$ cat src/rtl/load_store_unit_pkg.sv
`default_nettype none
// ============================================================================
// Module : lsu_pkg
// Brief  : Shared types and constants for the 16-bit load/store unit.
// Rev    : 1.0  initial release
// ============================================================================
package lsu_pkg;

    typedef enum logic [1:0] {
        ST_IDLE = 2'd0,
        ST_RD   = 2'd1,
        ST_WR   = 2'd2,
        ST_RSP  = 2'd3
    } lsu_state_e;

    localparam int DEFAULT_MEM_BYTES = 128;

    localparam logic [1:0] NO_ERROR     = 2'd0;
    localparam logic [1:0] MISALIGNED   = 2'd1;
    localparam logic [1:0] OUT_OF_RANGE = 2'd2;

endpackage
`default_nettype wire

$ cat src/rtl/load_store_unit_if.sv
`default_nettype none
// ============================================================================
// Module : load_store_unit_if
// Brief  : Request/response channels plus data-memory port of the LSU.
// Rev    : 1.0  initial release
// ============================================================================
interface load_store_unit_if #(
    parameter int ADDR_W = 16,
    parameter int DATA_W = 16
);
    logic              ReqValid;
    logic              ReqReady;
    logic              ReqWrite;
    logic              ReqByte;
    logic              ReqSigned;
    logic [ADDR_W-1:0] ReqAddr;
    logic [DATA_W-1:0] ReqWData;
    logic              RspValid;
    logic              RspReady;
    logic [DATA_W-1:0] RspRData;
    logic              RspError;
    logic [ADDR_W-1:0] MemAdresa;
    logic [DATA_W-1:0] MemWriteData;
    logic              MemWrite;
    logic              MemRead;
    logic [DATA_W-1:0] MemReadData;

    modport master (
        input  ReqValid, ReqWrite, ReqByte, ReqSigned, ReqAddr, ReqWData,
        input  RspReady, MemReadData,
        output ReqReady, RspValid, RspRData, RspError,
        output MemAdresa, MemWriteData, MemWrite, MemRead
    );

    modport slave (
        output ReqValid, ReqWrite, ReqByte, ReqSigned, ReqAddr, ReqWData,
        output RspReady, MemReadData,
        input  ReqReady, RspValid, RspRData, RspError,
        input  MemAdresa, MemWriteData, MemWrite, MemRead
    );
endinterface
`default_nettype wire

$ cat src/rtl/load_store_unit_byte_lane.sv
`default_nettype none
// ============================================================================
// Module : lsu_byte_lane
// Brief  : Byte select/extend for loads and byte merge for RMW stores.
// Rev    : 1.0  initial release
// ============================================================================
module lsu_byte_lane (
    input  wire logic [15:0] i_rdata,
    input  wire logic        i_addr_lsb,
    input  wire logic        i_is_byte,
    input  wire logic        i_sign_ext,
    input  wire logic [7:0]  i_wbyte,
    output logic      [15:0] o_load,
    output logic      [15:0] o_merge
);
    logic [7:0] w_sel;

    // Big-endian: the even address owns the upper lane.
    always_comb begin
        w_sel   = i_addr_lsb ? i_rdata[7:0] : i_rdata[15:8];
        o_load  = i_is_byte ? {{8{i_sign_ext & w_sel[7]}}, w_sel} : i_rdata;
        o_merge = i_addr_lsb ? {i_rdata[15:8], i_wbyte} : {i_wbyte, i_rdata[7:0]};
    end
endmodule
`default_nettype wire

$ cat src/rtl/load_store_unit.sv
`default_nettype none
// ============================================================================
// Module : load_store_unit
// Brief  : One-at-a-time load/store initiator for a 16-bit big-endian memory.
// Rev    : 1.0  initial release
// ============================================================================
module load_store_unit
    import lsu_pkg::*;
#(
    parameter int ADDR_W    = 16,
    parameter int DATA_W    = 16,
    parameter int MEM_BYTES = DEFAULT_MEM_BYTES
) (
    input  wire logic         Clock,
    input  wire logic         ResetN,
    load_store_unit_if.master bus
);
    localparam logic [1:0]      c_IDLE      = ST_IDLE;
    localparam logic [1:0]      c_RD        = ST_RD;
    localparam logic [1:0]      c_WR        = ST_WR;
    localparam logic [1:0]      c_RSP       = ST_RSP;
    localparam logic [ADDR_W:0] c_MEM_LIMIT = (ADDR_W+1)'(MEM_BYTES);
    localparam logic [ADDR_W:0] c_ONE       = (ADDR_W+1)'(1);

    logic [1:0]        r_state;
    logic              r_write;
    logic              r_byte;
    logic              r_signed;
    logic              r_addr_lsb;
    logic [7:0]        r_wbyte;
    logic [ADDR_W-1:0] r_mem_addr;
    logic [DATA_W-1:0] r_mem_wdata;
    logic [DATA_W-1:0] r_rsp_data;
    logic              r_rsp_err;

    logic [ADDR_W:0]   w_addr_ext;
    logic [ADDR_W:0]   w_last;
    logic [ADDR_W-1:0] w_base;
    logic [1:0]        w_cause;
    logic [DATA_W-1:0] w_load;
    logic [DATA_W-1:0] w_merge;

    // One extra bit keeps the last-byte address from wrapping at the top.
    always_comb begin
        w_addr_ext = {1'b0, bus.ReqAddr};
        w_last     = bus.ReqByte ? w_addr_ext : w_addr_ext + c_ONE;
        w_base     = bus.ReqByte ? {bus.ReqAddr[ADDR_W-1:1], 1'b0} : bus.ReqAddr;
        w_cause    = NO_ERROR;
        if (!bus.ReqByte && bus.ReqAddr[0])
            w_cause = MISALIGNED;
        else if (w_last >= c_MEM_LIMIT)
            w_cause = OUT_OF_RANGE;
    end

    // Lane logic sees live read data during RD, so its results are exactly
    // what the holding register would present one cycle later.
    lsu_byte_lane u_byte_lane (
        .i_rdata    (bus.MemReadData),
        .i_addr_lsb (r_addr_lsb),
        .i_is_byte  (r_byte),
        .i_sign_ext (r_signed),
        .i_wbyte    (r_wbyte),
        .o_load     (w_load),
        .o_merge    (w_merge)
    );

    always_ff @(posedge Clock) begin
        if (!ResetN) begin
            r_state     <= c_IDLE;
            r_write     <= 1'b0;
            r_byte      <= 1'b0;
            r_signed    <= 1'b0;
            r_addr_lsb  <= 1'b0;
            r_wbyte     <= '0;
            r_mem_addr  <= '0;
            r_mem_wdata <= '0;
            r_rsp_data  <= '0;
            r_rsp_err   <= 1'b0;
        end else begin
            case (r_state)
                c_IDLE: begin
                    if (bus.ReqValid) begin
                        r_write    <= bus.ReqWrite;
                        r_byte     <= bus.ReqByte;
                        r_signed   <= bus.ReqSigned;
                        r_addr_lsb <= bus.ReqAddr[0];
                        r_wbyte    <= bus.ReqWData[7:0];
                        if (w_cause != NO_ERROR) begin
                            r_rsp_err  <= 1'b1;
                            r_rsp_data <= '0;
                            r_state    <= c_RSP;
                        end else begin
                            r_rsp_err  <= 1'b0;
                            r_mem_addr <= w_base;
                            if (bus.ReqWrite && !bus.ReqByte) begin
                                r_mem_wdata <= bus.ReqWData;
                                r_state     <= c_WR;
                            end else begin
                                r_state <= c_RD;
                            end
                        end
                    end
                end
                c_RD: begin
                    if (r_write) begin
                        r_mem_wdata <= w_merge;
                        r_state     <= c_WR;
                    end else begin
                        r_rsp_data <= w_load;
                        r_state    <= c_RSP;
                    end
                end
                c_WR: begin
                    r_rsp_data <= '0;
                    r_state    <= c_RSP;
                end
                c_RSP: begin
                    if (bus.RspReady)
                        r_state <= c_IDLE;
                end
                default: r_state <= c_IDLE;
            endcase
        end
    end

    assign bus.ReqReady     = (r_state == c_IDLE);
    assign bus.RspValid     = (r_state == c_RSP);
    assign bus.RspRData     = r_rsp_data;
    assign bus.RspError     = r_rsp_err;
    assign bus.MemAdresa    = r_mem_addr;
    assign bus.MemWriteData = r_mem_wdata;
    assign bus.MemRead      = (r_state == c_RD);
    // Gated by reset so an interrupted store can never commit.
    assign bus.MemWrite     = (r_state == c_WR) && ResetN;

endmodule
`default_nettype wire

$ cat src/flat_wrapper.sv
// flat-port wrapper written by rule: the top's interface ports become plain ports
module load_store_unit_flat import lsu_pkg::*;
#(
    parameter int ADDR_W    = 16,
    parameter int DATA_W    = 16,
    parameter int MEM_BYTES = DEFAULT_MEM_BYTES
)
  (Clock, ResetN, bus_ReqValid, bus_ReqWrite, bus_ReqByte, bus_ReqSigned, bus_ReqAddr, bus_ReqWData, bus_RspReady, bus_MemReadData, bus_ReqReady, bus_RspValid, bus_RspRData, bus_RspError, bus_MemAdresa, bus_MemWriteData, bus_MemWrite, bus_MemRead);
  load_store_unit_if #(.ADDR_W(ADDR_W), .DATA_W(DATA_W)) bus_i ();
  input  wire logic Clock;
  input  wire logic ResetN;
  input wire logic [$bits(bus_i.ReqValid)-1:0] bus_ReqValid;
  input wire logic [$bits(bus_i.ReqWrite)-1:0] bus_ReqWrite;
  input wire logic [$bits(bus_i.ReqByte)-1:0] bus_ReqByte;
  input wire logic [$bits(bus_i.ReqSigned)-1:0] bus_ReqSigned;
  input wire logic [$bits(bus_i.ReqAddr)-1:0] bus_ReqAddr;
  input wire logic [$bits(bus_i.ReqWData)-1:0] bus_ReqWData;
  input wire logic [$bits(bus_i.RspReady)-1:0] bus_RspReady;
  input wire logic [$bits(bus_i.MemReadData)-1:0] bus_MemReadData;
  output wire logic [$bits(bus_i.ReqReady)-1:0] bus_ReqReady;
  output wire logic [$bits(bus_i.RspValid)-1:0] bus_RspValid;
  output wire logic [$bits(bus_i.RspRData)-1:0] bus_RspRData;
  output wire logic [$bits(bus_i.RspError)-1:0] bus_RspError;
  output wire logic [$bits(bus_i.MemAdresa)-1:0] bus_MemAdresa;
  output wire logic [$bits(bus_i.MemWriteData)-1:0] bus_MemWriteData;
  output wire logic [$bits(bus_i.MemWrite)-1:0] bus_MemWrite;
  output wire logic [$bits(bus_i.MemRead)-1:0] bus_MemRead;
  assign bus_i.ReqValid = bus_ReqValid;
  assign bus_i.ReqWrite = bus_ReqWrite;
  assign bus_i.ReqByte = bus_ReqByte;
  assign bus_i.ReqSigned = bus_ReqSigned;
  assign bus_i.ReqAddr = bus_ReqAddr;
  assign bus_i.ReqWData = bus_ReqWData;
  assign bus_i.RspReady = bus_RspReady;
  assign bus_i.MemReadData = bus_MemReadData;
  assign bus_ReqReady = bus_i.ReqReady;
  assign bus_RspValid = bus_i.RspValid;
  assign bus_RspRData = bus_i.RspRData;
  assign bus_RspError = bus_i.RspError;
  assign bus_MemAdresa = bus_i.MemAdresa;
  assign bus_MemWriteData = bus_i.MemWriteData;
  assign bus_MemWrite = bus_i.MemWrite;
  assign bus_MemRead = bus_i.MemRead;
  load_store_unit #(.ADDR_W(ADDR_W), .DATA_W(DATA_W), .MEM_BYTES(MEM_BYTES)) u_core (.Clock(Clock), .ResetN(ResetN), .bus(bus_i));
endmodule
$ cat config.mk
export PLATFORM = sky130hd
export DESIGN_NAME = load_store_unit_flat
export DESIGN_NICKNAME = d
export VERILOG_FILES = /design/src/rtl/load_store_unit_pkg.sv /design/src/rtl/load_store_unit_if.sv /design/src/rtl/load_store_unit_byte_lane.sv /design/src/rtl/load_store_unit.sv /design/src/flat_wrapper.sv
export SDC_FILE = /design/constraint.sdc
export NUM_CORES = 1
export LEC_CHECK = 0
export ABC_AREA = 1
export BUFFER_PORTS_ARGS = -buffer_cell sky130_fd_sc_hd__buf_2
export CORE_ASPECT_RATIO = 0.7
export CORE_MARGIN = 2
export CORE_UTILIZATION = 35
export DETAILED_ROUTE_END_ITERATION = 6
export GPL_ROUTABILITY_DRIVEN = 0
export PLACE_DENSITY_LB_ADDON = 0.2
export SYNTH_ARGS = -nofsm -noshare
export SYNTH_HDL_FRONTEND = slang
export SYNTH_SLANG_ARGS = --single-unit
$ cat constraint.sdc
create_clock -name Clock -period 2 [get_ports Clock]
set_clock_uncertainty 0.2 [all_clocks]
set_input_delay 0.4 -clock Clock [delete_from_list [all_inputs] [get_ports Clock]]
set_output_delay 0.4 -clock Clock [all_outputs]
set_load 0.05 [all_outputs]
==> results.cfg, run 1 <==
[floorplanning]
die_h_um = 86.37
die-area_mm2 = 0.01051
die_w_um = 121.7
design.portCount = 108
rows = 30
start_util_pct = 35.44
core_mm2 = 0.009572

[sta]
maxSlewViolCount = 0
fin_hold_ws_ps = 123.6
min_period_ps = 2014
fin_ws_ps = -13.74
hold_viol_final = 0
rsz0062_at_grt = yes
tns_ps = -37.47
slew_headroom_pct = 71.48
tightest_slew_ps = 427.3
setup_viol_count_final = 5
fmax_mhz = 496.6
post-route-period-util_pct = 100.7

[worst_setup_path]
crit_buf_inv = 3
r2r_start = u_core.r_state[1]
worstSetupPathType = in -> reg
crit_chain = buf_4 > clkinvlp_4 > nand3_1 > nor2_1 > nand2_1 > nand2_1 > nand4_1 > nor2_2 > nand2_2 > nand2_2 > nand3_4 > clkbuf_16 > nand2_1 > nand2_1 > nor2_1
slowest_delay_ps = 210
startpoint = bus_ReqByte
rr_worst_depth = 10
crit_fanout = 8
ff2ff_setup_slack_ps = 40
arrival_ps = 2080
critical_path.slowest_cell = clkbuf_16
cp-endpoint = u_core.bus.MemWriteData[6]
critPathCaptureType = flop
cp_top_family = simple AND/OR/NAND/NOR gates
rr_endpoint = u_core.bus.MemWriteData[6]
cp_num_cells = 15
critPathMostFrequentCell = nand2_1
required_ps = 2060
cp-start-kind = input pin

[clock_network]
htree_levels = 3
postCtsHoldBufs = 0
cts_num_sinks = 63
cts_tree = built
path_clk_slew_ps = 60
cts_root_buf = clkbuf_16
cts_made_buffers = 9
worstSkewPairLatency_ps = 330
clk_path_buf_depth = 2

[yosys]
yosys_warnings = 0
syn_nets = 596
synth_area_mm2 = 0.003392
async_reset_ff_share_pct = 0
yosysSeqAreaShare_pct = 37.18
ys.flop_type = dfxtp_1
synth.avg_cell_area_um2 = 6.340
ys_types = 31
synth_edf_count = 0
synthCells = 535
synth_seq_cells = 63

[cells_and_area]
layout_common_cells = nor2_1 (114), buf_2 (96), nand2_1 (92)
multi_input_area_mm2 = 0.001961
seq_area_mm2 = 0.001262
num-fill-cells = 998
final_common_cell = nor2_1
drive_above_1_share_pct = 34.36
area_growth_pct = 46.33
final_nets = 737

[placement]
numPortBuffers = 107
hpwlAfterDp_mm = 7.710

[grt]
grt.total_usage_pct = 20.06
grt_remaining_overflow = 0
grt_pass1_wl_mm = 16.57
grt_start_max_net_pins = 36
antenna_found_initial = 1
grt_pass1_vias = 3435

[pwr]
cellLeakagePower_nw = 2.561
peakVddDrop_mv = 0.6511
pwr_density_cell_mw_per_mm2 = 1469

[status]
violations = setup timing
status = complete, but fails checks

[routing]
drtAntennaViolNets = 0
routedWlPerCell_um = 13.36
viasPerCell = 4.756
drtPass1Iterations = 5
drc_errors = 0
finalWirelength_mm = 10.83
route.vias.total = 3852
drtIter0Drc = 257

[flow_run]
cap_violations = 0

[min_path]
hp-class = in -> reg
[per-layer routing]
layer  track usage, %  wire length, µm  vias to the layer above  share of wire, %
met5                0                0                        -                 0
met1            28.98             5241                     1718                48
met2            28.50             4514                      149                42
met4            6.061              193                        0               1.8
li1                 -                -                     1963                 -
met3            6.184              875                       22               8.1
[worst min-delay path by stage]
stage	from	to	slack [ps]	depth (start not counted)
after floorplan	u_core.r_signed	u_core.r_signed	250	2
after global placement	u_core.bus.MemAdresa[0]	u_core.bus.MemAdresa[0]	210	2
after detailed placement	u_core.bus.MemAdresa[0]	u_core.bus.MemAdresa[0]	220	2
after CTS	bus_ReqAddr[5]	u_core.bus.MemAdresa[5]	120	3
after global routing	bus_ReqAddr[1]	u_core.bus.MemAdresa[1]	120	3
final	bus_ReqAddr[1]	u_core.bus.MemAdresa[1]	120	3
[registers in the layout, summed over array words and instances (netlist names), 2 cells and up]
name / flops
u_core.bus.RspRData: 16
u_core.r_wbyte: 8
u_core.bus.MemAdresa: 16
u_core.bus.MemWriteData: 16
u_core.r_state: 2
[repair_timing]
| action | in CTS | in global routing |
|---|---|---|
| resized for setup | 3 | 73 |
| pin swaps | 0 | 25 |
| endpoints found under the setup margin | 3 | 52 |
| setup buffers | 0 | 3 |
| endpoints found under the hold margin | 0 | 0 |
| cloned | 0 | 3 |
[tightest hold or removal path, stage by stage]
cell	delay (ps)
buf_8	90
nor2_1	50
nor2_1	80
[where the power goes]
| part | internal, mW | total [mW] | leakage, nW | switching (mW) |
|---|---|---|---|---|
| Combinational | 1.31 | 3.90 | 1.90 | 2.59 |
| Sequential | 1.58 | 1.75 | 0.516 | 0.165 |
| Clock | 1.09 | 1.65 | 0.148 | 0.567 |
| Total | 3.97 | 7.29 | 2.56 | 3.32 |
[cell type report]
cell class                 count  share of cell area [%]
tap                          128                   3.227
antenna                        1                 0.05042
sequential                    63                   25.43
clock buffer                  10                   4.613
inverter                      67                   5.193
timing repair buffer         153                   20.27
multi-input combinational    382                   39.50
clock inverter                 6                   1.714
[synthesized netlist by cell type, types with 3 or more instances]
cell / instances / area share (%)
nand2_1: 111 / 12
inv_1: 63 / 7.0
o21ai_0: 57 / 8.4
clkbuf_1: 11 / 1.2
nor2_1: 126 / 14
o21ai_1: 10 / 1.5
buf_2: 7 / 1.0
nand2_2: 5 / 0.92
nor2_2: 6 / 1.1
nand3_1: 8 / 1.2
nand4_1: 7 / 1.3
ha_1: 6 / 2.2
dfxtp_1: 63 / 37
and3_1: 8 / 1.5
a21oi_1: 22 / 3.2
buf_6: 3 / 1.0
nor2_4: 3 / 1.0
[kinds of logic after synthesis]
family                     after synthesis  synth area share (%)
and+or+nand+nor                        281                 35.19
AOI/OAI and AO/OA                       95                 14.42
buffers and inverters                   90                 10.99
DFF                                     63                 37.18
adders and majority gates                6                 2.213
[stage by stage]
| step | area (µm²) | setup slack (ps) | instances | total power [mW] | util, % |
|---|---|---|---|---|---|
| finish | 4964 | -13.74 | 810 | 7.293 | 51.86 |
| CTS | 4659 | 9.774 | 803 | 6.986 | 48.68 |
| floorplan | 3441 | -22.18 | 535 | 4.285 | - |
| global route | 4964 | -118.8 | 810 | 7.798 | 51.86 |
| global placement | 4334 | -273.2 | 787 | 5.242 | 45.28 |
| detailed placement | 4334 | -337.1 | 787 | 5.275 | 45.28 |
Power figures use the tool's default switching activity.
==> run 2: changes to the inputs <==
RECOVER_POWER = 100   (was default)
SYNTH_HIERARCHICAL = 1   (was default)
==> results.cfg, run 2 <==
[routing]
drtAntennaViolNets = 0
drc_errors = 0
route.vias.total = 4005
drtIter0Drc = 267
viasPerCell = 4.819
drtPass1Iterations = 6
routedWlPerCell_um = 13.92
finalWirelength_mm = 11.57

[yosys]
ys_top_cells_by_area = dfxtp_1 (36%), nand2_1 (22%), nor2_1 (10%)
synth_seq_cells = 63
syn_nets = 629
yosysSeqAreaShare_pct = 35.80
synth_top_area_share_pct = 35.80
async_reset_ff_share_pct = 0
netlist_top_cells_count = nand2_1 (202), nor2_1 (97), dfxtp_1 (63)
yosys_warnings = 6
synth_edf_count = 0
ys_types = 27
yosysTopAreaCell = dfxtp_1
ys.flop_type = dfxtp_1
synthCells = 568
synth_area_mm2 = 0.003523
synth.most_common_cell = nand2_1
synth.avg_cell_area_um2 = 6.203

[placement]
postPlaceCellArea_mm2 = 0.004390
place_ws_ps = -475.4
hpwlAfterDp_mm = 7.992
numPortBuffers = 107
place_inst = 805

[grt]
grt_pass1_vias = 3483
grt_pass1_wl_mm = 17.22
grt_remaining_overflow = 0
grt_start_max_net_pins = 46
antenna_found_initial = 0
grt.total_usage_pct = 20.60

[floorplanning]
core_mm2 = 0.009759
die_h_um = 87.95
die-area_mm2 = 0.01090
rows = 30
design.portCount = 108
die_w_um = 123.9
start_util_pct = 36.10

[cells_and_area]
num-fill-cells = 1039
final_nets = 759
antenna_cells = 0
layout_common_cells = nand2_1 (182), nor2_1 (83), dfxtp_1 (61)
multi_input_area_mm2 = 0.002238
seq_area_mm2 = 0.001264
fin_cells = 831
final_common_cell = nand2_1
area_growth_pct = 42.22
final_area_mm2 = 0.005011
drive_above_1_share_pct = 26.03

[min_path]
hp-class = in -> reg
hold_path_depth = 3

[sta]
tns_ps = -1112
slew_headroom_pct = 59.28
tightest_slew_ps = 613.5
post-route-period-util_pct = 102.6
setup_viol_count_final = 43
fin_ws_ps = -52.83
fin_hold_ws_ps = 133.4
min_period_ps = 2053
rsz0062_at_grt = yes
maxSlewViolCount = 0
fmax_mhz = 487.1
hold_viol_final = 0

[clock_network]
postCtsHoldBufs = 0
cts_made_buffers = 9
cts_root_buf = clkbuf_16
htree_levels = 3
path_clk_slew_ps = 60
cts_num_sinks = 63
worstSkewPairLatency_ps = 330
clk_path_buf_depth = 2
cts_tree = built

[worst_setup_path]
slowest_delay_ps = 230
critical_path.slowest_cell = nor2_4
critPathMostFrequentCell = nand2_2
required_ps = 2010
cp-start-kind = input pin
crit_chain = clkbuf_4 > nand2_2 > nor2_4 > nand3_4 > inv_2 > nand2_2 > nand2_1 > inv_1 > nor2_2 > nand2_2 > nor2_4 > buf_6 > nand3_4 > nand2_1 > a21oi_1
cp_top_family = simple AND/OR/NAND/NOR gates
critPathCaptureType = flop
arrival_ps = 2060
rr_worst_depth = 11
ff2ff_setup_slack_ps = 30
crit_fanout = 8
worstSetupPathType = in -> reg
cp_num_cells = 15
crit_buf_inv = 4

[pwr]
cellLeakagePower_nw = 2.350
peakVddDrop_mv = 0.6822
pwr_density_cell_mw_per_mm2 = 1433

[flow_run]
cap_violations = 0

[status]
status = complete, but fails checks
violations = setup timing
[run 2: cell types whose count changed in the layout (fill, tap and decap cells not counted), sizes merged, moves of 15 or more]
cell	change
nand2	+90
nor2	-32
clkbuf	+54
o21ai	-31
buf	-64
inv	-15
[run 2: stage by stage]
stage / power, mW / util, %
4_1_cts: 7.097 / 49.79
3_3_place_gp: 5.053 / 44.99
6_report: 7.182 / 51.35
2_1_floorplan: 4.307 / -
5_1_grt: 7.654 / 51.35
3_5_place_dp: 5.096 / 44.99
[run 2: path summary, 6_finish.rpt]
path,start,to
max,bus_ReqAddr[7],u_core/bus.MemAdresa[3]
min,bus_ReqWData[6],u_core/r_wbyte[6]
max reg2reg,u_core/r_state[0],u_core/bus.MemWriteData[2]
min reg2reg,u_core/bus.MemAdresa[0],u_core/bus.MemAdresa[0]
[run 2: cell type report]
type | count | share of cell area (%)
clock inverter | 5 | 2.122
timing repair buffer | 142 | 16.28
sequential | 63 | 25.22
clock buffer | 11 | 4.644
inverter | 51 | 3.870
multi-input combinational | 431 | 44.67
tap | 128 | 3.196
[run 2: layer usage]
metal / track usage [%] / routed length [µm] / vias up
met4: 5.618 / 140 / 0
met1: 30.57 / 5699 / 1798
met2: 29.57 / 4897 / 150
met5: 0 / 0 / -
met3: 5.013 / 829 / 15
li1: - / - / 2042
[run 2: timing repair]
item / CTS / global route
gates cloned: 2 / 3
endpoints found under the setup margin: 35 / 63
hold endpoints to repair: 0 / 0
buffers inserted: 2 / 3
resized for setup: 21 / 52
pin swaps: 4 / 21
[run 2: logic make-up (layout without fill, tap and decap cells)]
group / Yosys count / count (layout) / synth area share (%)
compound gates: 66 / 66 / 9.623
flops: 63 / 63 / 35.80
simple gates: 345 / 348 / 39.92
fa+ha+maj: 6 / 6 / 2.131
mux: 11 / 11 / 3.232
buf+inv: 77 / 209 / 9.304
[run 2: worst min-delay path, cell delays in order]
cell     delay, ps
buf_2           70
inv_1           40
a21oi_1        110
[run 2: power by group]
part / total (mW) / switching [mW] / internal [mW] / leakage, nW
Sequential: 1.81 / 0.213 / 1.59 / 0.515
Clock: 1.78 / 0.565 / 1.22 / 0.160
Combinational: 3.59 / 2.55 / 1.04 / 1.68
Total: 7.18 / 3.33 / 3.85 / 2.35
